--- src/rtl/vga_layer_mixer.sv ---
// Pixel compositor: fixed-priority object layers over a programmable background,
// two-stage pipeline with matching sync delay and a frame-counted win-flash FSM.
//
// state     | meaning
// ----------+-----------------------------------------------------------
// IDLE      | normal composition, waiting for a win edge
// FLASH_ON  | every visible pixel shows the winner's paddle colour
// FLASH_OFF | normal composition between flash half-periods
module vga_layer_mixer #(
    parameter int N_OBJ         = 3,
    parameter int CW            = 4,
    parameter int FLASH_PERIOD  = 8,
    parameter int FLASH_COUNT   = 6,
    parameter int VS_ACTIVE_LOW = 1
) (
    input  logic                         vga_clk,
    input  logic                         rst,
    input  logic                         hs_in,
    input  logic                         vs_in,
    input  logic                         disparea,
    input  logic [N_OBJ-1:0]             obj_hit,
    input  logic                         p1_win,
    input  logic                         p2_win,
    input  logic                         cfg_we,
    input  logic [$clog2(N_OBJ+1)-1:0]   cfg_idx,
    input  logic [3*CW-1:0]              cfg_rgb,
    output logic                         hs_out,
    output logic                         vs_out,
    output logic [CW-1:0]                vga_r,
    output logic [CW-1:0]                vga_g,
    output logic [CW-1:0]                vga_b,
    output logic                         flash_active
);

    localparam int IDX_W = $clog2(N_OBJ + 1);
    localparam int FP_W  = $clog2(FLASH_PERIOD + 1);
    localparam int FC_W  = $clog2(FLASH_COUNT + 1);
    localparam int RGB_W = 3 * CW;
    localparam logic SYNC_OFF = (VS_ACTIVE_LOW != 0);
    localparam logic [FP_W-1:0] FP_END = FP_W'(FLASH_PERIOD);
    localparam logic [FC_W-1:0] FC_END = FC_W'(FLASH_COUNT);

    typedef enum logic [1:0] {
        IDLE      = 2'd0,
        FLASH_ON  = 2'd1,
        FLASH_OFF = 2'd2
    } state_t;

    function automatic logic [RGB_W-1:0] col_reset(input int i);
        if (i == N_OBJ) return '0;
        case (i)
            0:       return {{CW{1'b1}}, {(2*CW){1'b0}}};
            1:       return {{CW{1'b0}}, {CW{1'b1}}, {CW{1'b0}}};
            2:       return {{(2*CW){1'b0}}, {CW{1'b1}}};
            default: return '1;
        endcase
    endfunction

    logic                hs_s1_q, hs_s1_d, vs_s1_q, vs_s1_d, de_s1_q, de_s1_d;
    logic [N_OBJ-1:0]    hit_s1_q, hit_s1_d;
    logic                p1_q, p1_d, p2_q, p2_d;
    logic                hs_out_q, hs_out_d, vs_out_q, vs_out_d;
    logic [RGB_W-1:0]    rgb_q, rgb_d;
    logic                flash_q, flash_d;
    state_t              state_q, state_d;
    logic                winner_q, winner_d;
    logic [FP_W-1:0]     frame_q, frame_d;
    logic [FC_W-1:0]     half_q, half_d;
    logic [RGB_W-1:0]    col_q [N_OBJ+1];
    logic [RGB_W-1:0]    col_d [N_OBJ+1];
    logic [RGB_W-1:0]    sel;
    logic                frame_tick, p1_edge, p2_edge;

    always_comb begin
        hs_s1_d  = hs_in;
        vs_s1_d  = vs_in;
        de_s1_d  = disparea;
        hit_s1_d = obj_hit;
        p1_d     = p1_win;
        p2_d     = p2_win;
        hs_out_d = hs_s1_q;
        vs_out_d = vs_s1_q;

        // vs_out_q is the previous stage-1 vs, so this fires on the assertion edge.
        frame_tick = (vs_s1_q != SYNC_OFF) && (vs_out_q == SYNC_OFF);
        p1_edge    = p1_win & ~p1_q;
        p2_edge    = p2_win & ~p2_q;

        col_d = col_q;
        for (int i = 0; i <= N_OBJ; i++) begin
            if (cfg_we && (cfg_idx == IDX_W'(i))) col_d[i] = cfg_rgb;
        end

        state_d  = state_q;
        winner_d = winner_q;
        frame_d  = frame_q;
        half_d   = half_q;
        case (state_q)
            IDLE: begin
                if (p1_edge || p2_edge) begin
                    winner_d = ~p1_edge;
                    frame_d  = '0;
                    half_d   = '0;
                    state_d  = FLASH_ON;
                end
            end
            FLASH_ON, FLASH_OFF: begin
                if (frame_tick) begin
                    if (frame_q + 1'b1 == FP_END) begin
                        frame_d = '0;
                        half_d  = half_q + 1'b1;
                        if (half_q + 1'b1 == FC_END) state_d = IDLE;
                        else state_d = (state_q == FLASH_ON) ? FLASH_OFF : FLASH_ON;
                    end else begin
                        frame_d = frame_q + 1'b1;
                    end
                end
            end
            default: state_d = IDLE;
        endcase
        flash_d = (state_d != IDLE);

        sel = col_q[N_OBJ];
        for (int i = N_OBJ - 1; i >= 0; i--) begin
            if (hit_s1_q[i]) sel = col_q[i];
        end
        rgb_d = '0;
        if (de_s1_q) begin
            if (state_q == FLASH_ON) rgb_d = winner_q ? col_q[2] : col_q[1];
            else rgb_d = sel;
        end
    end

    always_ff @(posedge vga_clk) begin
        if (rst) begin
            hs_s1_q  <= SYNC_OFF;
            vs_s1_q  <= SYNC_OFF;
            de_s1_q  <= 1'b0;
            hit_s1_q <= '0;
            p1_q     <= 1'b0;
            p2_q     <= 1'b0;
            hs_out_q <= SYNC_OFF;
            vs_out_q <= SYNC_OFF;
            rgb_q    <= '0;
            flash_q  <= 1'b0;
            state_q  <= IDLE;
            winner_q <= 1'b0;
            frame_q  <= '0;
            half_q   <= '0;
            for (int i = 0; i <= N_OBJ; i++) col_q[i] <= col_reset(i);
        end else begin
            hs_s1_q  <= hs_s1_d;
            vs_s1_q  <= vs_s1_d;
            de_s1_q  <= de_s1_d;
            hit_s1_q <= hit_s1_d;
            p1_q     <= p1_d;
            p2_q     <= p2_d;
            hs_out_q <= hs_out_d;
            vs_out_q <= vs_out_d;
            rgb_q    <= rgb_d;
            flash_q  <= flash_d;
            state_q  <= state_d;
            winner_q <= winner_d;
            frame_q  <= frame_d;
            half_q   <= half_d;
            col_q    <= col_d;
        end
    end

    assign hs_out       = hs_out_q;
    assign vs_out       = vs_out_q;
    assign vga_r        = rgb_q[RGB_W-1 -: CW];
    assign vga_g        = rgb_q[2*CW-1 -: CW];
    assign vga_b        = rgb_q[CW-1:0];
    assign flash_active = flash_q;

endmodule

--- config.mk ---
export PLATFORM = sky130hd
export DESIGN_NAME = vga_layer_mixer
export DESIGN_NICKNAME = d
export VERILOG_FILES = /design/src/rtl/vga_layer_mixer.sv
export SDC_FILE = /design/constraint.sdc
export NUM_CORES = 1
export LEC_CHECK = 0
export BUFFER_PORTS_ARGS = -buffer_cell sky130_fd_sc_hd__buf_4
export CELL_PAD_IN_SITES_DETAIL_PLACEMENT = 0
export CELL_PAD_IN_SITES_GLOBAL_PLACEMENT = 1
export CORE_ASPECT_RATIO = 1.25
export CORE_MARGIN = 2
export CORE_UTILIZATION = 44
export DETAILED_ROUTE_END_ITERATION = 10
export PLACE_DENSITY = 0.81
export SYNTH_ARGS = -nofsm -noshare
export SYNTH_HDL_FRONTEND = slang
export SYNTH_SLANG_ARGS = --single-unit
--- constraint.sdc ---
create_clock -name vga_clk -period 4.28 [get_ports vga_clk]
set_clock_uncertainty 0.05 [all_clocks]
set_input_delay 0.214 -clock vga_clk [delete_from_list [all_inputs] [get_ports vga_clk]]
set_output_delay 0.214 -clock vga_clk [all_outputs]
set_load 0.005 [all_outputs]
[After elaboration in Yosys (flattened, before gate mapping)]
Index checks and enable logic that the tools add are counted.
Operators by class
  $add $sub $neg: 2
  equality and inequality tests: 10
  muxes and demuxes: 23
  bitwise logic cells: 7
  reductions and logical operators: 16
Operator list (count)
  $mux W12: 8
  $mux W4: 3
  $mux W2: 5
  $mux W3: 3
  $pmux W4 S2: 1
  $eq A2 B2 Y1 const B: 3
  $ne A2 B2 Y1 const B: 3
  $pmux W3 S2: 1
  $reduce_bool A2 Y1: 3
  $logic_and A1 B1 Y1: 5
  $not A1 Y1: 5
  $add A4 B1 Y4 const B: 1
  $eq A2 B1 Y1 const B: 2
  $eq A4 B4 Y1 const B: 1
  $logic_not A2 Y1: 2
  $pmux W2 S2: 1
  $reduce_and A4 Y1: 1
  $reduce_or A2 Y1: 2
  $add A3 B1 Y3 const B: 1
  $eq A3 B3 Y1 const B: 1
  $reduce_and A3 Y1: 1
  $and A1 B1 Y1: 2
  $reduce_and A2 Y1: 1
  $logic_or A1 B1 Y1: 1
  $mux W1: 1
Storage, ports and cells
  flip-flop bits (word level): 81
  input port bits: 25
  output and inout bits: 15
  word-level logic and storage cells: 76

[Longest topological paths before layout]
Gate-level depths: netlist of run 1.
  word-level depth: 7
  mapped depth: 7
  mapped depth without buffers: 6

[Worst setup path after synthesis of run 1]
OpenSTA, ideal clock, no wires.
  path type: reg-to-reg
  from: register state_q[0]
  to: register half_q[0]
  arrival time: 1.589 ns
  data required time: 4.135 ns
  slack: 2.546 ns
  cell stages (with the launch flop): 8
  buffers on the path: 1
  cell sequence: dfxtp_1 inv_1 ha_1 buf_2 inv_1 a311oi_1 nand2_1 o311ai_1
Between the ends
  word-level cells in the longest chain between the ends: 4
Ends and longest elaborated chain
  from (decl): RTL line 65  | state_t state_q, state_d;
  from (signal assigned): RTL line 162  | state_q <= state_d;
  $eq A2 B1 Y1 or $eq A2 B2 Y1 (tied branches): RTL line 98  | case (state_q)
  $reduce_or A2 Y1: RTL line 98
  $ne A2 B2 Y1 (no source line) or $reduce_bool A2 Y1 (tied branches)
  $reduce_and A4 Y1 (no source line)
  to (signal assigned): RTL line 165  | half_q <= half_d;
  to (decl): RTL line 68  | logic [FC_W-1:0] half_q, half_d;
Parallel ways exist; a longest one is shown, timed or not.
A chain may end at the register's enable or synchronous reset.

[Worst setup path in the final report of run 1]
  from: register state_q[1]
  to: register half_q[0]
Same word-level chain as after synthesis.

==> flow_summary.ini, run 1 <==
[cells_and_area]
layout_commonest_cell = nand2_1
final_cell_mix = 96 x nand2_1, 69 x dfxtp_1, 42 x a21oi_1
drive_above_1_share = 0.172
fin_nets = 463
antenna_cells = 0
finalNonFillerCells = 534
synthToLayoutAreaGrowth_pct = 14.5

[floorplan]
ioPinCount = 40
initial_utilization = 0.447
fp.dieArea_mm2 = 0.00904
coreArea_mm2 = 0.00815
rows = 37
die_h_um = 106
die_width_um = 85.4

[power]
powerDensity_mw_per_mm2 = 386
p_clk_frac = 0.349
ir_worst_vdd_uv = 198
p_leak_nw = 1.64
p_sw_uw = 416
combPwrFrac = 0.126
p_sw_frac = 0.258
p_int_mw = 1.19
p_seq_frac = 0.525

[synthesis]
ys_seq_area_frac = 0.478
syn_area_per_cell_um2 = 9.00
synth_seq_cells = 81
ys_warn_count = 0
synth.net_count = 436
syn_inst = 405
synth_cell_types = 42
syn_area_mm2 = 0.00365

[grt]
use_met2 = 0.348
grt_pass1_vias = 2828
global_route.usage.met1 = 0.239
grtUsageMet3 = 0.0345
top_usage_layer = met2
antenna_found_initial = 0
grt_max_degree = 74
grt_pass1_wl_mm = 14.0
track_usage = 0.200
grt-ovfl-total = 0

[sta]
period_needed_ns = 1.97
worst_slack_ns = 2.31
grt_setup_unrepaired = false
fin_tns_setup_ns = 0
slew_viol_final = 0
worst_pin_slew_ns = 1.10
hold_viol_final = 0
relSlewSlack = 0.262
max_freq_ghz = 0.508
period_share = 0.460
setup_viol = 0

[clocking]
cts_resized = 0
cts_sinks = 81
cts_tree = done
ctsHtreeMaxLevel = 3
root_buffer = clkbuf_8
clockBufferDepth = 2
clock_latency_ns = 0.35
clkTransAtPathRegs_ns = 0.08
postCtsSetupRepairBufs = 0
cts_buffers = 9
post_cts_hold_buffer_count = 2

[placed_design]
io_buffers = 39
gp_congestion = 0.803
pre_cts_ws_ns = 2.32
dp_cells = 516
dp_hpwl_mm = 5.30

[critical_path]
path_buf_inv = 2
end_kind = flop
cp_slowest_stage_delay_ns = 0.43
path_common_cell = inv_1
crit_slowest_cell = ha_1
worst-setup-path-type = reg2reg
critPathRequiredTime_ns = 4.49
path_cells = inv_1, ha_1, inv_1, a311oi_1, nand2_1, o311ai_1
worst-path-max-fanout = 9
worst_setup_path_start_kind = flop
critPathTopFamily = compound AO/OA/AOI/OAI gates
cp_data_arrival_time_ns = 2.18

[hold_path]
hold_path_class = in2reg

[drt]
routed_wl_mm = 8.53
vias_per_cell = 5.39
vias = 2878
drc = 0
drt_iter0_drc = 129
detail_route.wl_per_cell_um = 16.0
ant_nets = 0
first_pass_iters = 4

[outcome]
status = complete, no violations

[job]
cap_viol_max_count = 0
## worst register-to-register path, stage by stage (launching register included)
cell and delay, ns:
dfxtp_1 0.41, inv_1 0.10, ha_1 0.43, inv_1 0.13
a311oi_1 0.41, nand2_1 0.13, o311ai_1 0.23
## power groups by stage
stage	sequential (mW)	clock, mW	combinational [mW]
finish	0.845	0.562	0.202
global route	0.851	0.607	0.227
CTS	0.846	0.572	0.204
detailed placement	0.864	0	0.202
global placement	0.862	0	0.198
floorplan	0.844	0	0.145
## layout make-up
type | instances | area, um^2
well taps | 97 | 121
clock buffers | 12 | 145
fillers | 797 | 3970
clock inverters | 4 | 52.6
repair buffers | 42 | 320
inverters | 6 | 22.5
flip-flops and latches | 81 | 1740
multi-input cells | 292 | 1770
## stage by stage
step,utilization,hold slack (ns),cell area (um^2),total power [mW]
final,0.512,0.0159,4170,1.61
after global routing,0.512,0.00990,4170,1.69
after CTS,0.512,0.00803,4170,1.62
after detailed placement,0.486,0.346,3960,1.07
after global placement,0.486,0.342,3960,1.06
after floorplan,-,0.268,3650,0.989
## metal layers
metal | wire length [um] | share of wire
met5 | 0 | 0
met4 | 199 | 0.023
met3 | 321 | 0.038
met2 | 4370 | 0.51
met1 | 3640 | 0.43
## final timing paths
| kind | from | end | slack [ns] | cells after the start |
|---|---|---|---|---|
| max | state_q[1]$_SDFF_PP0_ | half_q[0]$_SDFFE_PP0P_ | 2.31 | 6 |
| min | obj_hit[1] | hit_s1_q[1]$_SDFF_PP0_ | 0.02 | 2 |
| max reg2reg | state_q[1]$_SDFF_PP0_ | half_q[0]$_SDFFE_PP0P_ | 2.31 | 6 |
| min reg2reg | hs_out_d$_SDFF_PP1_ | hs_out$_SDFF_PP1_ | 0.37 | 1 |
## registers in the layout, summed over array words and instances (netlist names)
signal and cells:
col_q 48, rgb_q 12, frame_q 4, half_q 3
hit_s1_q 3, state_q 2, de_s1_q 1, flash_active 1
hs_out 1, hs_out_d 1, p1_q 1, p2_q 1
vs_out 1, vs_out_d 1, winner_q 1
## cells in the mapped netlist (all sizes together)
| master | instances | share of area |
|---|---|---|
| xor2 | 1 | 0.0024 |
| nand4b | 2 | 0.0048 |
| mux2i | 26 | 0.071 |
| or3b | 1 | 0.0024 |
| o31a | 1 | 0.0024 |
| o31ai | 1 | 0.0021 |
| ha | 6 | 0.021 |
| and4b | 2 | 0.0055 |
| nor3b | 1 | 0.0021 |
| a21o | 1 | 0.0021 |
| o32a | 1 | 0.0027 |
| o22ai | 3 | 0.0051 |
| o21ai | 16 | 0.022 |
| and4 | 1 | 0.0024 |
| dfxtp | 69 | 0.38 |
| a21oi | 42 | 0.058 |
| o21ba | 1 | 0.0027 |
| nor3 | 2 | 0.0027 |
| buf | 7 | 0.011 |
| and3 | 12 | 0.021 |
| nand2 | 96 | 0.099 |
| inv | 6 | 0.0062 |
| o21a | 1 | 0.0021 |
| or3 | 2 | 0.0034 |
| o311ai | 1 | 0.0024 |
| nand3b | 14 | 0.029 |
| a31oi | 4 | 0.0069 |
| nand4 | 2 | 0.0034 |
| a311oi | 2 | 0.0048 |
| edfxtp | 12 | 0.099 |
| nor2 | 4 | 0.0041 |
| a31o | 2 | 0.0048 |
| clkbuf | 19 | 0.020 |
| o2111ai | 1 | 0.0024 |
| or2 | 5 | 0.0086 |
| nor2b | 21 | 0.036 |
| mux2 | 12 | 0.037 |
| nand2b | 2 | 0.0034 |
| and3b | 2 | 0.0048 |
| a21boi | 1 | 0.0021 |
## cell families after synthesis
family / after synthesis / share of synthesized area
adders and majority gates: 6 / 0.0206
muxes: 38 / 0.108
buffers and inverters: 32 / 0.0367
DFF: 81 / 0.478
AOI/OAI and AO/OA: 78 / 0.122
and+or+nand+nor: 169 / 0.232
xor gates and xnor gates: 1 / 0.00240
No activity file was read; power rests on OpenSTA's default activity.
==> inputs of run 2 (changes only) <==
--- a/config.mk
+++ b/config.mk
@@ -10,9 +10,9 @@
 export CELL_PAD_IN_SITES_GLOBAL_PLACEMENT = 1
 export CORE_ASPECT_RATIO = 1.25
 export CORE_MARGIN = 2
-export CORE_UTILIZATION = 44
+export CORE_UTILIZATION = 40
 export DETAILED_ROUTE_END_ITERATION = 10
-export PLACE_DENSITY = 0.81
+export PLACE_DENSITY = 0.78
 export SYNTH_ARGS = -nofsm -noshare
 export SYNTH_HDL_FRONTEND = slang
 export SYNTH_SLANG_ARGS = --single-unit
==> constraint.sdc (replaced) <==
create_clock -name vga_clk -period 1.7 [get_ports vga_clk]
set_clock_uncertainty 0.05 [all_clocks]
set_input_delay 0.085 -clock vga_clk [delete_from_list [all_inputs] [get_ports vga_clk]]
set_output_delay 0.085 -clock vga_clk [all_outputs]
set_load 0.005 [all_outputs]
==> run 2 against run 1 <==
Clock-buffer cell count shrank 2; largest cell class unchanged; cell count grew 11%; clock power grew to 3.0 times the previous value; critical path type unchanged; first-iteration DRC count rose by 7.8%; hold slack better by 0.15 ns; core utilization up 1.3 points; largest power group unchanged; worst setup slack worse by 2.2 ns; global-route usage decreased by 1.0 points; flip-flop and latch count unchanged; register-to-register slack worse by 2.2 ns.
==> flow_summary.ini, run 2 (same netlist as run 1, synthesis figures left out) <==
[outcome]
status = complete, no violations

[job]
cap_viol_max_count = 0

[grt]
grt_pass1_wl_mm = 14.2
antenna_found_initial = 0
track_usage = 0.190
grt_max_degree = 47
grt-ovfl-total = 0
grt_pass1_vias = 2941

[cells_and_area]
drive_above_1_share = 0.201
final_util = 0.525
top_regs = col_q: 48 flops, rgb_q: 12 flops, frame_q: 4 flops
final_cell_mix = 96 x nand2_1, 68 x dfxtp_1, 54 x buf_4
largest_register = col_q
largest_reg_flops = 48
synthToLayoutAreaGrowth_pct = 25.9
fin_nets = 498
antenna_cells = 0
layout_commonest_cell = nand2_1

[clocking]
root_buffer = clkbuf_8
cts_buffers = 9
clockBufferDepth = 2
cts_tree = done
ctsHtreeMaxLevel = 3
cts_sinks = 81
clkTransAtPathRegs_ns = 0.09
clock_latency_ns = 0.37

[sta]
slew_viol_final = 0
setup_viol = 0
period_needed_ns = 1.64
relSlewSlack = 0.409
fin_tns_setup_ns = 0
worst_slack_ns = 0.0640
max_freq_ghz = 0.611
hold_viol_final = 0
period_share = 0.962
worst_pin_slew_ns = 0.884
grt_setup_unrepaired = false

[critical_path]
end_kind = flop
r2r-start = state_q[1]$_SDFF_PP0_
crit_path_start = state_q[1]$_SDFF_PP0_
r2r-end = half_q[0]$_SDFFE_PP0P_
worst_setup_path_start_kind = flop
rr_worst_depth = 6
worst-setup-path-type = reg2reg
cp_data_arrival_time_ns = 1.85
crit_end = half_q[0]$_SDFFE_PP0P_
critPathRequiredTime_ns = 1.91
r2r_slack_ns = 0.06
worst-path-max-fanout = 4

[drt]
first_pass_iters = 4
ant_nets = 0
drt_iter0_drc = 139
drc = 0
vias_per_cell = 5.10
detail_route.wl_per_cell_um = 15.1
routed_wl_mm = 8.94
vias = 3019

[floorplan]
die_width_um = 89.4
rows = 38
fp.dieArea_mm2 = 0.00990
ioPinCount = 40
coreArea_mm2 = 0.00875
die_h_um = 111
initial_utilization = 0.417

[power]
powerDensity_mw_per_mm2 = 966
p_leak_nw = 1.84
ir_worst_vdd_uv = 425

[placed_design]
pre_cts_ws_ns = 0.0440
io_buffers = 39
dp_hpwl_mm = 5.67
gp_congestion = 0.773

[hold_path]
hold_path_class = in2reg
## run 2: cell types whose count changed in the layout (fill, tap and decap cells not counted), sizes merged
cell / change
dlygate4sd3: +19
buf: +16
bufinv: +2
clkbuf: -2
clkinvlp: -2
clkinv: +1
inv: +1
## run 2: worst min path at each step
stage                          start                     end  slack, ns  cells past startpoint
after floorplan                hs_in     hs_out_d$_SDFF_PP1_       0.14                      1
after global placement         hs_in     hs_out_d$_SDFF_PP1_       0.22                      2
after detailed placement       hs_in     hs_out_d$_SDFF_PP1_       0.22                      2
after CTS                 cfg_idx[0]  col_q[41]$_SDFFE_PP0P_       0.16                      5
after global routing      cfg_idx[0]  col_q[38]$_SDFFE_PP0P_       0.18                      5
final                     cfg_idx[0]  col_q[41]$_SDFFE_PP0P_       0.16                      5
## run 2: final cells by class
cell class,instances,area (um^2)
inverter,6,22.5
timing repair buffer,77,656
sequential,81,1740
clock inverter,6,115
clock buffer,10,128
tap,120,150
fill,877,4160
multi-input combinational,292,1780
## run 2: worst max-delay path, stage by stage (launching register included)
cell	delay, ns
dfxtp_1	0.34
inv_1	0.07
ha_1	0.29
inv_1	0.08
a311oi_2	0.35
nand2_1	0.12
o311ai_1	0.25
## run 2: power breakdown
group / switching, mW / internal (mW) / total [mW]
combinational: 0.337 / 0.309 / 0.646
sequential: 0.0419 / 2.04 / 2.08
clock: 0.722 / 0.983 / 1.71
## run 2: repair_timing
action | CTS | global route
endpoints found under the hold margin | 54 | 0
gates resized for setup | 0 | 2
hold buffers | 21 | 0
buffers inserted | 0 | 0
setup endpoints to repair | 0 | 5
## run 2: routing by layer
metal / vias up / part of all wire / global-route usage
li1: 1518 / - / -
met1: 1434 / 0.42 / 0.224
met2: 55 / 0.53 / 0.327
met3: 12 / 0.030 / 0.0343
met4: 0 / 0.019 / 0.0846
met5: - / 0 / 0
## run 2: per-stage QoR
stage	cell area (um^2)	hold WS, ns	total power [mW]	instances
final	4590	0.162	4.44	592
after global routing	4590	0.185	4.64	592
after CTS	4590	0.162	4.48	592
after detailed placement	4140	0.222	2.74	555
after global placement	4140	0.221	2.73	555
after floorplan	3650	0.139	2.49	405
